## config.mk

```make
export PLATFORM = sky130hd
export DESIGN_NAME = shift_sequencer_flat
export DESIGN_NICKNAME = d
export VERILOG_FILES = /design/src/rtl/shift_pkg.sv /design/src/rtl/shift_sequencer_if.sv /design/src/rtl/shift_step.sv /design/src/rtl/shift_sequencer.sv /design/src/flat_wrapper.sv
export SDC_FILE = /design/constraint.sdc
export NUM_CORES = 1
export LEC_CHECK = 0
export ABC_AREA = 1
export CAP_MARGIN = 20
export CELL_PAD_IN_SITES_DETAIL_PLACEMENT = 0
export CELL_PAD_IN_SITES_GLOBAL_PLACEMENT = 1
export CORE_MARGIN = 1
export CORE_UTILIZATION = 30
export DETAILED_ROUTE_END_ITERATION = 10
export HOLD_SLACK_MARGIN = 0.02
export PLACE_DENSITY = 0.74
export RECOVER_POWER = 25
export SLEW_MARGIN = 20
export SYNTH_ARGS = -nofsm -noshare
export SYNTH_HDL_FRONTEND = slang
export SYNTH_HIERARCHICAL = 1
export SYNTH_SLANG_ARGS = --single-unit
```

## constraint.sdc

```tcl
create_clock -name clk -period 1.2 [get_ports clk]
set_input_delay 0.12 -clock clk [delete_from_list [all_inputs] [get_ports clk]]
set_output_delay 0.12 -clock clk [all_outputs]
set_load 0.01 [all_outputs]
```

## src/rtl/shift_pkg.sv

```systemverilog
// Shared opcodes, FSM encoding and barrel helper for the shift sequencer.
// The barrel helper serves the SHIFT_FASTPATH_EN build.
package shift_pkg;

    localparam logic [1:0] OP_LSL = 2'b00;
    localparam logic [1:0] OP_LSR = 2'b01;
    localparam logic [1:0] OP_ASL = 2'b10;
    localparam logic [1:0] OP_ASR = 2'b11;

    typedef enum logic [1:0] {
        IDLE  = 2'd0,
        SHIFT = 2'd1,
        DONE  = 2'd2
    } state_e;

    // Shift the low w bits of d by n single-bit steps; n >= w fully drains.
    function automatic logic [63:0] barrel(
        input logic [63:0] d,
        input int          w,
        input logic [1:0]  op,
        input int          n
    );
        logic [63:0] r;
        logic [63:0] mask;
        mask = (w >= 64) ? '1 : ((64'd1 << w) - 64'd1);
        r    = d & mask;
        for (int i = 0; i < 64; i++) begin
            if (i < n) begin
                case (op)
                    OP_LSL, OP_ASL: r = (r << 1) & mask;
                    OP_LSR:         r = r >> 1;
                    default:        r = (r >> 1) | (r & (64'd1 << (w - 1)));
                endcase
            end
        end
        return r & mask;
    endfunction

endpackage

```

## src/rtl/shift_sequencer_if.sv

```systemverilog
// Request/result handshake bundle for shift_sequencer.
// master drives requests and consumes results; slave is the engine.
interface shift_sequencer_if #(
    parameter int WIDTH = 4,
    parameter int AMT_W = 3
);
    logic             in_valid;
    logic             in_ready;
    logic [WIDTH-1:0] in_data;
    logic [1:0]       in_op;
    logic [AMT_W-1:0] in_amt;
    logic             out_valid;
    logic             out_ready;
    logic [WIDTH-1:0] out_data;

    modport master (
        output in_valid, in_data, in_op, in_amt, out_ready,
        input  in_ready, out_valid, out_data
    );

    modport slave (
        input  in_valid, in_data, in_op, in_amt, out_ready,
        output in_ready, out_valid, out_data
    );
endinterface

```

## src/rtl/shift_step.sv

```systemverilog
// Combinational one-bit shift stage used on the data feedback path.
// Left ops shift in zero; ASR replicates the sign bit.
module shift_step
    import shift_pkg::*;
#(
    parameter int WIDTH = 4
) (
    input  logic [WIDTH-1:0] d,
    input  logic [1:0]       op,
    output logic [WIDTH-1:0] q
);

    always_comb begin
        q = d;
        unique case (1'b1)
            (op == OP_LSL) || (op == OP_ASL): q = {d[WIDTH-2:0], 1'b0};
            (op == OP_LSR):                   q = {1'b0, d[WIDTH-1:1]};
            (op == OP_ASR):                   q = {d[WIDTH-1], d[WIDTH-1:1]};
        endcase
    end

endmodule

```

## src/rtl/shift_sequencer.sv

```systemverilog
// Multi-cycle shift engine: one bit per clock through shift_step.
// Define SHIFT_FASTPATH_EN to load the full result at acceptance instead.
module shift_sequencer
    import shift_pkg::*;
#(
    parameter int WIDTH = 4,
    parameter int AMT_W = 3
) (
    input  logic              clk,
    input  logic              rst_n,
    shift_sequencer_if.slave  io,
    output logic              busy
);

    localparam int CW = $clog2(WIDTH + 1);

    state_e           state_q, state_d;
    logic [WIDTH-1:0] data_q, data_d;
    logic [WIDTH-1:0] step_q;
    logic [1:0]       op_q, op_d;
    logic [CW-1:0]    cnt_q, cnt_d;
    logic [CW-1:0]    amt_sat;

    assign amt_sat = (int'(io.in_amt) >= WIDTH) ? CW'(WIDTH)
                                                : CW'(io.in_amt);

    shift_step #(.WIDTH(WIDTH)) u_step (
        .d  (data_q),
        .op (op_q),
        .q  (step_q)
    );

    always_comb begin
        state_d = state_q;
        data_d  = data_q;
        op_d    = op_q;
        cnt_d   = cnt_q;
        unique case (state_q)
            IDLE: begin
                if (io.in_valid) begin
                    op_d = io.in_op;
`ifdef SHIFT_FASTPATH_EN
                    data_d  = WIDTH'(barrel(64'(io.in_data), WIDTH,
                                            io.in_op, int'(amt_sat)));
                    cnt_d   = '0;
                    state_d = DONE;
`else
                    data_d  = io.in_data;
                    cnt_d   = amt_sat;
                    state_d = (amt_sat == '0) ? DONE : SHIFT;
`endif
                end
            end
            SHIFT: begin
                data_d = step_q;
                cnt_d  = cnt_q - CW'(1);
                if (cnt_q == CW'(1)) state_d = DONE;
            end
            DONE: begin
                if (io.out_ready) state_d = IDLE;
            end
            default: state_d = IDLE;
        endcase
    end

    always_ff @(posedge clk or negedge rst_n) begin
        if (!rst_n) begin
            state_q <= IDLE;
            data_q  <= '0;
            op_q    <= '0;
            cnt_q   <= '0;
        end else begin
            state_q <= state_d;
            data_q  <= data_d;
            op_q    <= op_d;
            cnt_q   <= cnt_d;
        end
    end

    assign io.in_ready  = (state_q == IDLE);
    assign io.out_valid = (state_q == DONE);
    assign io.out_data  = data_q;
    assign busy         = (state_q != IDLE);

endmodule

```

## src/flat_wrapper.sv

```systemverilog
// flat-port wrapper written by rule: the top's interface ports become plain ports
module shift_sequencer_flat import shift_pkg::*;
#(
    parameter int WIDTH = 4,
    parameter int AMT_W = 3
)
  (clk, rst_n, busy, io_in_valid, io_in_data, io_in_op, io_in_amt, io_out_ready, io_in_ready, io_out_valid, io_out_data);
  shift_sequencer_if #(.WIDTH(WIDTH), .AMT_W(AMT_W)) io_i ();
  input  logic clk;
  input  logic rst_n;
  output logic busy;
  input wire logic [$bits(io_i.in_valid)-1:0] io_in_valid;
  input wire logic [$bits(io_i.in_data)-1:0] io_in_data;
  input wire logic [$bits(io_i.in_op)-1:0] io_in_op;
  input wire logic [$bits(io_i.in_amt)-1:0] io_in_amt;
  input wire logic [$bits(io_i.out_ready)-1:0] io_out_ready;
  output wire logic [$bits(io_i.in_ready)-1:0] io_in_ready;
  output wire logic [$bits(io_i.out_valid)-1:0] io_out_valid;
  output wire logic [$bits(io_i.out_data)-1:0] io_out_data;
  assign io_i.in_valid = io_in_valid;
  assign io_i.in_data = io_in_data;
  assign io_i.in_op = io_in_op;
  assign io_i.in_amt = io_in_amt;
  assign io_i.out_ready = io_out_ready;
  assign io_in_ready = io_i.in_ready;
  assign io_out_valid = io_i.out_valid;
  assign io_out_data = io_i.out_data;
  shift_sequencer #(.WIDTH(WIDTH), .AMT_W(AMT_W)) u_core (.clk(clk), .rst_n(rst_n), .io(io_i), .busy(busy));
endmodule
```

---- Yosys cells after proc, flatten, opt, wreduce, memory -nomap -nowiden ----
Index checks and enable logic that the tools add are counted.
storage, ports and cells
  flip-flop bits (word level) ............. 11
  bits in latches ......................... 0
  bits in writable memories ............... 0
  memory bits (read-only) ................. 0
  bits of input ports ..................... 13
  output and inout port bits .............. 7
  memories kept ........................... 0
operators by class
  $add $sub $neg .......................... 1
  $mul .................................... 0
  div/mod/pow operators ................... 0
  order comparisons ....................... 1
  equal/unequal tests ..................... 10
  shifts and indexed selects .............. 0
  muxes and demuxes ....................... 11
  bitwise logic cells ..................... 0
  reduce and logical (&&, ||, !) cells .... 10
operators by type and width
  kind                                                      number
  case mux 4 bit (3 select lines)                           1
  two-way mux 2 bit                                         4
  case mux 4 bit (2 select lines)                           1
  equality test 2 bit, second input constant                3
  two-way mux 3 bit                                         2
  != test 2 bit, second input constant                      3
  case mux 2 bit (3 select lines)                           1
  case mux 3 bit (2 select lines)                           1
  AND reduction 3 bit                                       2
  equality test 2 x 1 -> 1 bit, second input constant       2
  logical NOT 2 bit                                         2
  two-way mux 4 bit                                         1
  AND reduction 2 bit                                       2
  nonzero test 2 bit                                        2
  equality test 3 x 1 -> 1 bit, second input constant       1
  greater-or-equal comparator 3 bit, second input constant  1
  logical NOT 3 bit                                         1
  subtractor 3 x 1 -> 3 bit, second input constant          1
  != test 2 x 1 -> 1 bit, second input constant             1
  logical OR 1 bit                                          1

---- Depth between registers and ports, before layout ----
  word-level depth ........................ 6
  gate-level depth with buffers ........... 8
  mapped depth without buffers ............ 8

---- Cells and area by module ----
The synthesis kept the hierarchy.
modules (own cells, without submodules)
  module           instances  cells an instance  area an instance (sq um)  seq. area each (sq um)
  shift_sequencer  1          88                 618.1                     275.3
  shift_step       1          12                 46.3                      0.0

---- Worst setup path after synthesis ----
No wires, ideal clock.
  path kind ............................... register to register
  start ................................... reg u_core.cnt_q[0]
  end ..................................... reg u_core.cnt_q[2]
  setup time .............................. 0.124 ns
  data arrival time ....................... 0.907 ns
  setup slack ............................. 0.169 ns
  cell stages (with the launch flop) ...... 6
  buffers on the path ..................... 0
  period minus slack after synthesis ...... 1.031 ns
  cells stage by stage .................... dfrtp_1 inv_1 ha_1 or2_1 nand3_1 nand3_1
on the way
  longest elaborated chain between the ends .. 2
RTL lines
  element                          line                   source
  from (decl)                      shift_sequencer.sv:21  logic [CW-1:0] cnt_q, cnt_d;
  from (signal assigned)           shift_sequencer.sv:76  cnt_q <= cnt_d;
  subtractor 3 x 1 -> 3 bit        shift_sequencer.sv:56  cnt_d = cnt_q - CW'(1);
  case mux 3 bit (2 select lines)  shift_sequencer.sv:38  unique case (state_q)
Every way passes these cells.
A chain may end at the register's enable or synchronous reset.

---- Final worst setup path ----
  start ................................... reg u_core.state_q[0]
  end ..................................... reg u_core.cnt_q[1]
on the way
  longest elaborated chain between the ends .. 3
RTL lines
  element                                                            line                   source
  from (decl)                                                        shift_sequencer.sv:17  state_e state_q, state_d;
  from (signal assigned)                                             shift_sequencer.sv:73  state_q <= state_d;
  equality test 2 x 1 -> 1 bit or logical NOT 2 bit (tied branches)  shift_sequencer.sv:38
  nonzero test 2 bit (no line) or != test 2 bit (tied branches)      -
  AND reduction 2 bit (no line)                                      -
Several ways; a longest one is shown, not always the timed one.

==> impl_metrics.json <==
{
  "vias": 701,
  "area_growth_pct": 60.1,
  "netlist_area_sq_um": 664,
  "drv_slew": 0,
  "die_y_microns": 49.1,
  "leakage_nw": 0.580,
  "grt_overflow_total": 0,
  "dp_hpwl_microns": 1160,
  "drt-initial-drc-count": 4,
  "num_rows": 16,
  "die-width_microns": 49.1,
  "cts_tree": "done",
  "vias_per_cell": 4.33,
  "grt_pass1_vias": 642,
  "fp.coreArea_sq_um": 2020,
  "avgSynthCellArea_sq_um": 6.64,
  "worst-setup-path-type": "register to register",
  "syn-num-nets": 115,
  "p_per_area_nw_per_um2": 2440,
  "clockBufferDepth": 2,
  "netlist_top_cells_area": "dfrtp_1 41%, nand2_1 28%, nand3_1 6.8%",
  "fill_cells": 217,
  "cts_root_buf": "clkbuf_4",
  "cts.sinks": 11,
  "synth.distinct_cells": 13,
  "antenna_cells": 0,
  "hold_slack_ns": 0.377,
  "drc_errors": 0,
  "grt-busiest-layer": "met2",
  "netlist.area_leader.share": 0.414,
  "cts_buffers": 3,
  "cts.clk_slew.worst_paths_ns": 0.08,
  "portBuffers": 19,
  "p_total_mw": 2.60,
  "status": "completed",
  "placed_cells": 152,
  "synth_seq_area_share": 0.414,
  "period_needed_ns": 1.17,
  "regArea_sq_um": 275,
  "finalCoreUtilization": 0.526,
  "cp.arrival_ns": 1.33,
  "end_kind": "register",
  "grt_use_total": 0.149,
  "crit_fanout": 5,
  "worst_clock_skew_ns": 0.00504,
  "yosys.area.top_type": "dfrtp_1",
  "min_path_type": "input port to asynchronous set/reset pin",
  "synth_most_common_cell": "nand2_1",
  "multiInputGateArea_sq_um": 388,
  "dp_slack_ns": -0.0256,
  "relSlewSlack": 0.580,
  "insertion_delay_ns": 0.26,
  "die_area_sq_um": 2410,
  "syn_inst": 100,
  "ys_seq_elements": 11,
  "grt_pass1_wl_microns": 2780,
  "design_area_sq_um": 1060,
  "drive_gt1_frac": 0.259,
  "r2r_start": "u_core/state_q[0]",
  "reg2reg_to": "u_core/cnt_q[1]",
  "synth_warnings": 6,
  "clock.fmax_ghz": 0.853,
  "gp_congestion": 0.714,
  "routed_wl_microns": 1680,
  "start_util": 0.329,
  "tns_ns": 0,
  "synthFlopType": "dfrtp_1",
  "synth-async-reset-ratio": 1.00,
  "hold_viol": 0,
  "wl_per_cell_microns": 10.3,
  "antenna_found_initial": 0,
  "ant_nets": 0,
  "required_ns": 1.36,
  "grtUsageMet2": 0.221,
  "ios": 20,
  "rsz0062_at_grt": "true",
  "stdcell_count": 162,
  "cp-start-kind": "register",
  "peakVddDrop_mv": 0.898,
  "met1_usage": 0.218,
  "reg2reg_depth": 6,
  "placed_cell_area_sq_um": 933,
  "fin_ws_ns": 0.0272,
  "cap_violations": 0,
  "reg2reg_slack_ns": 0.03,
  "post-route-period-util": 0.977,
  "grt_use_met3": 0.0187,
  "final-setup-viol-count": 0,
  "finalNetCount": 151,
  "dr.pass1.iters": 4,
  "synth_edf_count": 0,
  "grt_start_max_net_pins": 12,
  "cts_htree_levels": 1,
  "tightest_slew_ns": 0.630,
  "ys_top_cells_by_count": "49 x nand2_1, 11 x dfrtp_1, 9 x inv_1, 9 x nand3_1, 8 x nor2_1"
}
-- registers in the layout (all words and copies together), names as in the netlist --
name	count
u_core/io.out_data	4
u_core/cnt_q	3
u_core/op_q	2
u_core/state_q	2
-- worst max-delay path: stages (launching register included) --
cell     delay [ns]
dfrtp_1        0.40
buf_6          0.14
buf_6          0.13
o21ai_4        0.21
inv_4          0.08
nand3_1        0.07
nand2_1        0.04
-- area by class of cell --
type / count / share of cell area
Sequential cell: 11 / 0.259
Clock buffer: 4 / 0.0247
Tap cell: 27 / 0.0318
Inverter: 14 / 0.0612
Timing Repair Buffer: 31 / 0.259
Multi-Input combinational cell: 75 / 0.365
-- where the power goes --
group	switching [mW]	leakage, nW	total [mW]	internal (mW)
logic	0.878	0.429	1.64	0.762
clock network	0.127	0.0150	0.255	0.128
registers	0.151	0.137	0.701	0.549
total	1.16	0.580	2.60	1.44
-- repair_timing --
item,in CTS,in global routing
gates resized for setup,15,22
setup endpoints to repair,7,12
pin swaps,0,9
hold buffers,0,0
buffers inserted,3,3
-- worst max path at each step --
stage                 startpoint         endpoint  cells after the start
3_5_place_dp   u_core/state_q[0]     io_out_valid                      2
5_1_grt        u_core/state_q[0]     io_out_valid                      3
4_1_cts        u_core/state_q[0]     io_out_valid                      3
2_1_floorplan    u_core/cnt_q[0]  u_core/cnt_q[2]                      5
6_report       u_core/state_q[0]  u_core/cnt_q[1]                      6
3_3_place_gp   u_core/state_q[0]     io_out_valid                      2
-- cells by family after synthesis --
group / Yosys count / synth area share
adder cells (fa/ha/maj): 2 / 0.0377
buffers and inverters: 14 / 0.0866
AO/OA/AOI/OAI: 4 / 0.0358
AND/OR/NAND/NOR: 69 / 0.426
flip-flops: 11 / 0.414
-- cells in the final DEF, fill, tap and decap left out, types with 3 or more instances in the layout --
| cell type | count |
|---|---|
| nand2_1 | 43 |
| clkdlybuf4s50_1 | 11 |
| dfrtp_1 | 11 |
| inv_1 | 9 |
| nand3_1 | 7 |
| nor2_1 | 6 |
| buf_4 | 6 |
| nand2_2 | 5 |
| buf_6 | 5 |
| dlygate4sd2_1 | 4 |
| clkbuf_4 | 3 |
| o21ai_1 | 3 |
-- routing by layer --
| metal | up-vias | wire length [microns] |
|---|---|---|
| li1 | 378 | - |
| met1 | 310 | 852 |
| met2 | 13 | 767 |
| met3 | 0 | 56 |
| met4 | 0 | 0 |
| met5 | - | 0 |
Note: power is estimated with default switching activity, not from simulation.
